--- config.mk ---
export PLATFORM = sky130hd
export DESIGN_NAME = dig_logic_array
export DESIGN_NICKNAME = d
export VERILOG_FILES = /design/src/rtl/dig_logic_array.sv
export SDC_FILE = /design/constraint.sdc
export NUM_CORES = 1
export LEC_CHECK = 0
export BUFFER_PORTS_ARGS = -buffer_cell sky130_fd_sc_hd__clkbuf_2
export CAP_MARGIN = 20
export CORE_ASPECT_RATIO = 1.25
export CORE_MARGIN = 4
export CORE_UTILIZATION = 55
export DETAILED_ROUTE_END_ITERATION = 8
export GPL_TIMING_DRIVEN = 0
export PLACE_DENSITY = 0.75
export SETUP_SLACK_MARGIN = 0.3
export SKIP_LAST_GASP = 1
export SYNTH_ARGS = -nofsm -noshare
export SYNTH_HDL_FRONTEND = slang
export SYNTH_SLANG_ARGS = --single-unit
export TNS_END_PERCENT = 30
--- constraint.sdc ---
create_clock -name CLK -period 2.85 [get_ports CLK]
set_input_delay 0 -clock CLK [delete_from_list [all_inputs] [get_ports CLK]]
set_output_delay 0 -clock CLK [all_outputs]
set_load 0.005 [all_outputs]
--- src/rtl/dig_logic_array.sv ---
// dig_logic_array: NUM_OUT independently programmable logic channels over a shared,
// registered NUM_IN-bit input bus. Each channel combines its masked inputs with a
// selectable operation and drives a registered output in LEVEL, RISE_PULSE or TOGGLE mode.
//
// Ports:
//   CLK       - system clock, rising edge
//   RST_N     - asynchronous active-low reset (clears data path and configuration)
//   EN        - pipeline advance enable
//   IN        - logic inputs
//   CFG_WE    - configuration write strobe
//   CFG_ADDR  - channel index to write (out-of-range writes are dropped)
//   CFG_MASK  - input select mask, bit i selects IN[i]
//   CFG_OP    - 0 AND, 1 OR, 2 XOR, 3 NAND, 4 NOR, 5 XNOR, 6/7 reserved (f=0)
//   CFG_MODE  - 0 LEVEL, 1 RISE_PULSE, 2 TOGGLE, 3 behaves as LEVEL
//   OUT       - registered channel outputs
module dig_logic_array #(
    parameter int unsigned NUM_IN  = 5,
    parameter int unsigned NUM_OUT = 3,
    parameter int unsigned AW      = (NUM_OUT > 1) ? $clog2(NUM_OUT) : 1
) (
    input  logic               CLK,
    input  logic               RST_N,
    input  logic               EN,
    input  logic [NUM_IN-1:0]  IN,
    input  logic               CFG_WE,
    input  logic [AW-1:0]      CFG_ADDR,
    input  logic [NUM_IN-1:0]  CFG_MASK,
    input  logic [2:0]         CFG_OP,
    input  logic [1:0]         CFG_MODE,
    output logic [NUM_OUT-1:0] OUT
);

    localparam logic [2:0] OpAnd  = 3'd0;
    localparam logic [2:0] OpOr   = 3'd1;
    localparam logic [2:0] OpXor  = 3'd2;
    localparam logic [2:0] OpNand = 3'd3;
    localparam logic [2:0] OpNor  = 3'd4;
    localparam logic [2:0] OpXnor = 3'd5;

    localparam logic [1:0] ModeRise   = 2'd1;
    localparam logic [1:0] ModeToggle = 2'd2;

    logic [NUM_IN-1:0]  in_d, in_q;
    logic [NUM_OUT-1:0] res_d, res_q;
    logic [NUM_OUT-1:0] out_d, out_q;
    logic [NUM_IN-1:0]  mask_d [NUM_OUT];
    logic [NUM_IN-1:0]  mask_q [NUM_OUT];
    logic [2:0]         op_d   [NUM_OUT];
    logic [2:0]         op_q   [NUM_OUT];
    logic [1:0]         mode_d [NUM_OUT];
    logic [1:0]         mode_q [NUM_OUT];

    logic [NUM_OUT-1:0] func;
    logic [NUM_OUT-1:0] rise;
    logic [NUM_OUT-1:0] wr_sel;
    logic [NUM_IN-1:0]  sel;
    logic               all_one, any_one, parity;

    // Channel functions from the registered inputs and current configuration.
    always_comb begin
        func    = '0;
        sel     = '0;
        all_one = 1'b0;
        any_one = 1'b0;
        parity  = 1'b0;
        for (int c = 0; c < NUM_OUT; c++) begin
            sel     = in_q & mask_q[c];
            // Unselected bits read as 1 for the AND family, 0 for the others.
            all_one = &(in_q | ~mask_q[c]);
            any_one = |sel;
            parity  = ^sel;
            case (op_q[c])
                OpAnd:   func[c] = all_one;
                OpOr:    func[c] = any_one;
                OpXor:   func[c] = parity;
                OpNand:  func[c] = ~all_one;
                OpNor:   func[c] = ~any_one;
                OpXnor:  func[c] = ~parity;
                default: func[c] = 1'b0;
            endcase
            // An empty mask disables the channel regardless of op.
            if (mask_q[c] == '0) begin
                func[c] = 1'b0;
            end
        end
    end

    assign rise = func & ~res_q;

    // Decoding against valid indices only drops out-of-range addresses.
    always_comb begin
        wr_sel = '0;
        for (int c = 0; c < NUM_OUT; c++) begin
            wr_sel[c] = CFG_WE && (CFG_ADDR == AW'(c));
        end
    end

    always_comb begin
        in_d  = EN ? IN : in_q;
        res_d = res_q;
        out_d = out_q;
        for (int c = 0; c < NUM_OUT; c++) begin
            mask_d[c] = mask_q[c];
            op_d[c]   = op_q[c];
            mode_d[c] = mode_q[c];
            if (wr_sel[c]) begin
                // Clearing res_q makes an already-true function produce one rising event.
                mask_d[c] = CFG_MASK;
                op_d[c]   = CFG_OP;
                mode_d[c] = CFG_MODE;
                res_d[c]  = 1'b0;
                out_d[c]  = 1'b0;
            end else if (EN) begin
                res_d[c] = func[c];
                case (mode_q[c])
                    ModeRise:   out_d[c] = rise[c];
                    ModeToggle: out_d[c] = out_q[c] ^ rise[c];
                    default:    out_d[c] = func[c];
                endcase
            end
        end
    end

    always_ff @(posedge CLK or negedge RST_N) begin
        if (!RST_N) begin
            in_q  <= '0;
            res_q <= '0;
            out_q <= '0;
            for (int c = 0; c < NUM_OUT; c++) begin
                mask_q[c] <= '0;
                op_q[c]   <= OpAnd;
                mode_q[c] <= 2'd0;
            end
        end else begin
            in_q  <= in_d;
            res_q <= res_d;
            out_q <= out_d;
            for (int c = 0; c < NUM_OUT; c++) begin
                mask_q[c] <= mask_d[c];
                op_q[c]   <= op_d[c];
                mode_q[c] <= mode_d[c];
            end
        end
    end

    assign OUT = out_q;

endmodule

Word level (Yosys, flattened, before mapping)
Cells that the tools add are included.

storage, ports and cells
  register bits = 41
  latch bits = 0
  RAM bits = 0
  memory bits (read-only) = 0
  bits of input ports = 21
  output and inout port bits = 3
  word-level logic and storage cells = 105
  memories kept = 0

cells by class
  add/subtract/negate cells = 0
  multiply operators = 0
  div/mod/pow operators = 0
  magnitude comparators = 0
  eq/ne operators = 23
  shift-type cells = 0
  multiplexer cells = 21
  bitwise gates (word level) = 23
  reductions and logical operators = 22

operators with widths
  kind                                                                    count
  3-bit by 2-bit equality test with 1-bit output (second input constant)  6
  3-bit equality test (second input constant)                             6
  1-bit case mux with 6 select lines                                      3
  5-bit bitwise AND                                                       3
  5-bit zero test                                                         3
  1-bit two-way mux                                                       15
  5-bit inverter                                                          3
  5-bit bitwise OR                                                        3
  5-bit AND reduction                                                     3
  5-bit OR reduction                                                      3
  5-bit XOR reduction                                                     3
  3-bit by 1-bit equality test with 1-bit output (second input constant)  3
  3-bit zero test                                                         3
  1-bit inverter                                                          9
  2-bit by 1-bit equality test with 1-bit output (second input constant)  4
  2-bit equality test (second input constant)                             4
  1-bit case mux with 2 select lines                                      3
  2-bit nonzero test                                                      3
  3-bit bitwise AND                                                       1
  1-bit logical AND                                                       3
  3-bit inverter                                                          1
  1-bit XOR                                                               3
  2-bit zero test                                                         1

Logic depth before layout (Yosys ltp)
Gate-level depths: netlist of the first run.

  word-level depth = 11
  mapped depth = 9
  mapped depth without buffers = 9

Worst setup path before layout of the first run
No wires, ideal clock.

  path kind = reg-to-reg
  from = register in_q[2]
  to = register out_q[2] (netlist: OUT[2])
  library setup time = 0.136 ns
  arrival = 1.834 ns
  data required time = 2.714 ns
  path slack = 0.880 ns
  cell stages (with the launch flop) = 10
  buffers on the path = 0
  period minus slack after synthesis = 1.970 ns
  cells stage by stage = dfrtp_1 nand2_1 ha_1 xor2_1 xnor2_1 a2111oi_0 a31oi_1 a22oi_2 nand2b_1 a31oi_1

between the ends
  word-level cells in the longest chain between the ends = 10
  elaborated cells between the ends (all ways) = 15
  those cells by class = 5 x mux; 7 x bitwise; 3 x reduce/logical

ends and longest elaborated chain
  what                                                          line        source
  from (decl)                                                   43          logic [NUM_IN-1:0] in_d, in_q;
  from (signal assigned)                                        135         in_q <= in_d;
  5-bit bitwise AND / 5-bit bitwise OR (equally long branches)  67, 69
  5-bit XOR reduction, or another cell as far along             71          parity = ^sel;
  1-bit inverter (on tied branches)                             78, 76, 77
  1-bit case mux with 6 select lines *                          72          case (op_q[c])
  1-bit two-way mux *                                           82          if (mask_q[c] == '0) begin
  3-bit bitwise AND                                             88          assign rise = func & ~res_q;
  1-bit XOR                                                     117         ModeToggle: out_d[c] = out_q[c] ^ rise[c];
  1-bit case mux with 2 select lines *                          115         case (mode_q[c])
  1-bit two-way mux *                                           113         end else if (EN) begin
  1-bit two-way mux *                                           106         if (wr_sel[c]) begin
  to (signal assigned)                                          137         out_q <= out_d;
  to (decl)                                                     45          logic [NUM_OUT-1:0] out_d, out_q;

Mark *: on every way between the ends. The rest lies on a longest branch, timed or not. The select of a mux whose other input is x is not followed.
A chain may end at the register's enable or synchronous reset.

Worst setup path in the final report of the first run
  from = register mask_q[2] (netlist bit)
  to = register out_q[2] (netlist: OUT[2])

between the ends
  word-level cells in the longest chain between the ends = 11
  elaborated cells between the ends (all ways) = 17
  those cells by class = 5 x mux; 8 x bitwise; 4 x reduce/logical

ends and longest elaborated chain
  what                                  line  source
  from (decl)                           47    logic [NUM_IN-1:0] mask_q [NUM_OUT];
  from (signal, indexed assignment)     139   mask_q[c] <= mask_d[c];
  5-bit inverter                        69    all_one = &(in_q | ~mask_q[c]);
  5-bit bitwise OR                      69
  5-bit AND reduction                   69
  1-bit inverter                        76    OpNand: func[c] = ~all_one;
  1-bit case mux with 6 select lines    72
  1-bit two-way mux *                   82
  3-bit bitwise AND                     88
  1-bit XOR                             117
  1-bit case mux with 2 select lines *  115
  1-bit two-way mux *                   113
  1-bit two-way mux *                   106

Marked as above.

==> results_dict.tcl, run 1 <==
set metrics [dict create \
    max_stage_delay_ns 0.42 \
    p_per_area_nw_per_um2 630 \
    period_needed_ns 2.20 \
    timing.rr.start "mask_q[2]$_DFFE_PN0P_" \
    grt_pass1_vias 2044 \
    fmax_ghz 0.454 \
    io_buffers 22 \
    n_antenna_cell 0 \
    avgSynthCellArea_um2 9.67 \
    grt_usage 0.226 \
    firstDrtPassIters 4 \
    p_leak_nw 1.28 \
    cap_violations 0 \
    status "finished, final reports clean" \
    cp_max_fo 4 \
    grt_pass1_wl_um 9010 \
    endpoint_kind "flop" \
    layout.nets 315 \
    coreArea_um2 3880 \
    die_area_um2 5250 \
    ios 24 \
    synth_compound_area_frac 0.145 \
    dpl.hpwl_um 3700 \
    vias 1858 \
    clk_latency_ns 0.29 \
    ys_types 43 \
    setup_viol 0 \
    via_per_inst 5.53 \
    regArea_um2 1030 \
    place_area_um2 2460 \
    path_class "flop to flop" \
    tns_ns 0 \
    wl_per_cell_um 14.8 \
    synthXorXnorAreaFrac 0.0269 \
    cts_root_buf "clkbuf_8" \
    path_delay_family "compound AO/OA/AOI/OAI gates" \
    startpoint_type "flop" \
    rr_endpoint "OUT[2]$_DFFE_PN0P_" \
    final_layout_size_suffix_gt1_frac 0.184 \
    die_w_um 65.6 \
    post_cts_resized 0 \
    drt-total-wl_um 4970 \
    cp_slowest_cell "dfrtp_1" \
    cts_tree "built" \
    drc_errors 0 \
    hp-class "input port to async pin" \
    finalHoldViolCount 0 \
    fp-row-count 25 \
    peakVddDrop_v 0.000415 \
    worst_path_most_repeated_cell "a31oi_1" \
    multi_input_area_um2 1160 \
    synth_cells 236 \
    cts_buffers 5 \
    seq_area_frac_synth 0.450 \
    antenna_found_initial 0 \
    endpoint "OUT[2]$_DFFE_PN0P_" \
    overflow 0 \
    cp_num_buf_inv 0 \
    rsz0062_at_grt "no" \
    synth-simple-area-share 0.155 \
    relSlewSlack 0.653 \
    clk_pin_slew_ns 0.07 \
    synth_top_family_by_area "simple AND/OR/NAND/NOR gates" \
    ys_ff_latch 41 \
    async_reset_ff_frac 1.00 \
    clock-sinks 41 \
    fin_crit_sh 0.772 \
    cp.arrival_ns 2.42 \
    area_growth_pct 19.5 \
    start_util 0.588 \
    synth_area_leaders "dfrtp_1, nand2_1, mux2_2" \
    synth_edf_count 0 \
    finish.utilization 0.703 \
    reg2regPathDepth 9 \
    syn_nets 269 \
    final_area_um2 2730 \
    clock_skew_ns 0.00421 \
    synth_top_area_frac 0.450 \
    grt_max_degree 42 \
    path_cells "nand2_1 -> ha_1 -> xor2_1 -> xnor2_1 -> a2111oi_0 -> a31oi_1 -> a22oi_2 -> o211ai_1 -> a31oi_1" \
    ctsHtreeMaxLevel 2 \
    yosysTopAreaCell "dfrtp_1" \
    die_h_um 80.0 \
    yosysWarnings 0 \
    crit_start "mask_q[2]$_DFFE_PN0P_" \
    clock_path_buffers 2 \
    ys.flop_type "dfrtp_1" \
    cp_data_required_time_ns 3.07 \
    synthAdderAreaFrac 0.0658 \
    synthMuxAreaShare 0.115 \
    syn-cell-area_um2 2280 \
    drtIter0Drc 76 \
    fillCellCount 358 \
    gp_congestion 0.828 \
    slew_violations 0 \
    reg2reg_slack_ns 0.65 \
    ant_nets 0 \
    worstMarginPinSlew_ns 0.520 \
    worst-path-stages 9 \
]
==> synth_stat cells (3+ instances only) <==
| cell | n |
|---|---|
| xor2_1 | 3 |
| clkbuf_1 | 4 |
| nand3_1 | 5 |
| xnor2_1 | 4 |
| mux2i_1 | 7 |
| nand2_1 | 51 |
| ha_1 | 12 |
| a21oi_1 | 5 |
| dfrtp_1 | 41 |
| mux2_2 | 17 |
| nor2b_1 | 3 |
| o21ai_0 | 15 |
| inv_1 | 21 |
| nor2_1 | 8 |
==> power breakdown <==
group | switching, mW | leakage (nW) | internal [mW]
sequential | 0.118 | 0.501 | 0.695
combinational | 0.256 | 0.731 | 0.266
clock | 0.191 | 0.0443 | 0.192
total | 0.565 | 1.28 | 1.15
==> state kept, by name, indices dropped and copies added (netlist names) <==
signal	flops
mask_q	15
op_q	9
mode_q	6
in_q	5
OUT	3
res_q	3
==> final cells by class <==
| type | count | share of cell area |
|---|---|---|
| multi-input combinational | 169 | 0.425 |
| sequential | 41 | 0.376 |
| timing repair buffer | 39 | 0.106 |
| clock buffer | 7 | 0.0317 |
| inverter | 21 | 0.0289 |
| tap | 54 | 0.0248 |
| buffer | 5 | 0.00688 |
==> cells in the final DEF, fill, tap and decap left out, types with 3 or more instances in the layout <==
cell and instances:
a21oi_1 5, clkbuf_1 5, clkbuf_2 22, clkbuf_8 6
dfrtp_1 41, dlygate4sd3_1 16, ha_1 12, inv_1 21
mux2_2 17, mux2i_1 7, nand2_1 51, nand3_1 5
nor2_1 8, nor2b_1 3, o21ai_0 15, xnor2_1 4
xor2_1 3
==> what timing repair did <==
item / in CTS / in global routing
buffers inserted: 0 / 0
hold buffers: 16 / 0
endpoints found under the hold margin: 66 / 0
==> how the worst min path moves through the flow <==
stage	from	endpoint
after floorplan	RST_N	OUT[0]$_DFFE_PN0P_
after global placement	RST_N	res_q[1]$_DFFE_PN0P_
after detailed placement	IN[2]	in_q[2]$_DFFE_PN0P_
after CTS	CFG_ADDR[1]	mask_q[12]$_DFFE_PN0P_
after global routing	RST_N	mode_q[2]$_DFFE_PN0P_
final	RST_N	mode_q[2]$_DFFE_PN0P_
==> through the flow <==
step | total power, mW | setup WS [ns] | hold WS, ns | instances
after floorplan | 1.18 | 0.880 | -0.296 | 236
after global placement | 1.30 | 0.691 | 0.206 | 312
after detailed placement | 1.32 | 0.658 | 0.220 | 312
after CTS | 1.72 | 0.631 | 0.145 | 335
after global routing | 1.84 | 0.447 | 0.0546 | 336
final | 1.72 | 0.649 | 0.0490 | 336
==> logic make-up after synthesis <==
group	after synthesis
simple gates	80
flops	41
xor+xnor	7
mux	24
compound gates	46
buf+inv	26
fa+ha+maj	12
==> layer usage <==
| layer | global-route usage | wire length, µm | vias to the layer above |
|---|---|---|---|
| li1 | - | - | 916 |
| met1 | 0.257 | 2090 | 891 |
| met2 | 0.415 | 2630 | 42 |
| met3 | 0.0437 | 171 | 9 |
| met4 | 0.0747 | 80 | 0 |
| met5 | 0 | 0 | - |
Power figures use the tool's default switching activity.
==> run 2, diff against run 1 <==
==> constraint.sdc (replaced) <==
create_clock -name CLK -period 2.1 [get_ports CLK]
set_input_delay 0 -clock CLK [delete_from_list [all_inputs] [get_ports CLK]]
set_output_delay 0 -clock CLK [all_outputs]
set_load 0.005 [all_outputs]
==> results_dict.tcl, run 2 (synthesis gave the netlist of run 1 again) <==
set metrics [dict create \
    vias 1871 \
    clock_skew_ns 0.00683 \
    cts_buffers 5 \
    grt_usage 0.223 \
    relSlewSlack 0.624 \
    rsz0062_at_grt "yes" \
    finalHoldViolCount 0 \
    cp_data_required_time_ns 2.33 \
    worstMarginPinSlew_ns 0.565 \
    setup_viol 0 \
    reg2regPathDepth 9 \
    largest_register "mask_q" \
    die_area_um2 5250 \
    largest_reg_flops 15 \
    start_util 0.588 \
    fin_crit_sh 0.996 \
    status "finished, final reports clean" \
    dp_cells 312 \
    ios 24 \
    wl_per_cell_um 15.2 \
    final_cell_mix "nand2_1, dfrtp_1, clkbuf_2" \
    cap_violations 0 \
    gp_congestion 0.877 \
    cp.arrival_ns 2.32 \
    ctsHtreeMaxLevel 2 \
    layout.nets 316 \
    startpoint_type "flop" \
    drtIter0Drc 142 \
    multi_input_area_um2 1170 \
    drc_errors 0 \
    final_common_cell "nand2_1" \
    antenna_found_initial 0 \
    regArea_um2 1030 \
    cts_root_buf "clkbuf_8" \
    path_class "flop to flop" \
    period_needed_ns 2.09 \
    fmax_ghz 0.478 \
    p_leak_nw 1.28 \
    n_antenna_cell 0 \
    peakVddDrop_v 0.000524 \
    fillCellCount 334 \
    p_per_area_nw_per_um2 844 \
    via_per_inst 5.57 \
    area_growth_pct 19.6 \
    grt_pass1_vias 1887 \
    cts_tree "built" \
    firstDrtPassIters 6 \
    slew_violations 0 \
    cp_max_fo 4 \
    clk_pin_slew_ns 0.08 \
    clk_latency_ns 0.30 \
    ant_nets 0 \
    endpoint_kind "flop" \
    clock_path_buffers 2 \
    grt_pass1_wl_um 8870 \
    dpl.hpwl_um 3600 \
    dpl_worst_slack_ns -0.0696 \
    clock-sinks 41 \
    drt-total-wl_um 5110 \
    grt_max_degree 42 \
    fp-row-count 25 \
    hp-class "input port to async pin" \
    final_layout_size_suffix_gt1_frac 0.195 \
    stdcell_count 336 \
    reg.largest.list "mask_q x15, op_q x9, mode_q x6" \
    io_buffers 22 \
    die_h_um 80.0 \
    coreArea_um2 3880 \
    die_w_um 65.6 \
    setup_slack_ns 0.00875 \
    overflow 0 \
]
run 2: changes by cell type in the layout (fill, tap and decap cells not counted):
cell	previous run	this run
clkbuf_1	5	4
clkinv_2	0	1
dfrtp_1	41	40
dfrtp_2	0	1
a2111oi_1	0	1
buf_4	0	1
nor4_1	2	1
clkbuf_8	6	5
a2111oi_0	2	1
nor4_2	0	1
run 2: final timing paths:
| path | from | to | slack, ns |
|---|---|---|---|
| setup / recovery | in_q[3]$_DFFE_PN0P_ | OUT[2]$_DFFE_PN0P_ | 0.009 |
| hold / removal | RST_N | OUT[1]$_DFFE_PN0P_ | 0.08 |
| setup reg to reg | in_q[3]$_DFFE_PN0P_ | OUT[2]$_DFFE_PN0P_ | 0.009 |
| hold reg to reg | mask_q[1]$_DFFE_PN0P_ | mask_q[1]$_DFFE_PN0P_ | 0.54 |
| max in group asynchronous | RST_N | in_q[0]$_DFFE_PN0P_ | 1.55 |
| min in group CLK | CFG_ADDR[0] | mask_q[11]$_DFFE_PN0P_ | 0.15 |
run 2: metal layers:
metal	GRT usage	share of wire
met2	0.382	0.51
met4	0.0975	0.030
met3	0.0479	0.033
met1	0.265	0.43
met5	0	0
run 2: stage by stage:
stage | setup TNS, ns | total power [mW] | hold WS (ns) | util | instance area, µm²
2_1_floorplan | 0 | 1.60 | -0.296 | - | 2280
3_3_place_gp | -0.0118 | 1.76 | 0.204 | 0.634 | 2460
3_5_place_dp | -0.0696 | 1.79 | 0.213 | 0.634 | 2460
4_1_cts | -0.00944 | 2.31 | 0.140 | 0.697 | 2700
5_1_grt | -0.409 | 2.46 | 0.0959 | 0.704 | 2730
6_report | 0 | 2.31 | 0.0783 | 0.704 | 2730
run 2: worst max-delay path: stages (launching register included):
cell and delay (ns):
dfrtp_1 0.42, nand2_1 0.08, ha_1 0.30, xor2_1 0.15, xnor2_1 0.15, a2111oi_1 0.34
a31oi_1 0.11, a22oi_2 0.20, o211ai_1 0.12, a31oi_1 0.15
run 2: area by class of cell:
| type | instances | area share |
|---|---|---|
| Sequential cell | 41 | 0.376 |
| Multi-Input combinational cell | 169 | 0.427 |
| Buffer | 5 | 0.00687 |
| Clock buffer | 5 | 0.0252 |
| Inverter | 21 | 0.0289 |
| Timing Repair Buffer | 40 | 0.109 |
| Tap cell | 54 | 0.0247 |
| Clock inverter | 1 | 0.00183 |
run 2: repair_timing:
action | in CTS | in global routing
setup endpoints to repair | 6 | 6
setup buffers | 1 | 0
cloned | 0 | 0
hold buffers | 16 | 0
gates resized for setup | 2 | 1
hold endpoints to repair | 72 | 0
run 2: power breakdown:
group	switching [mW]	internal (mW)	total, mW
Sequential	0.159	0.944	1.10
Combinational	0.354	0.365	0.719
Clock	0.266	0.219	0.484
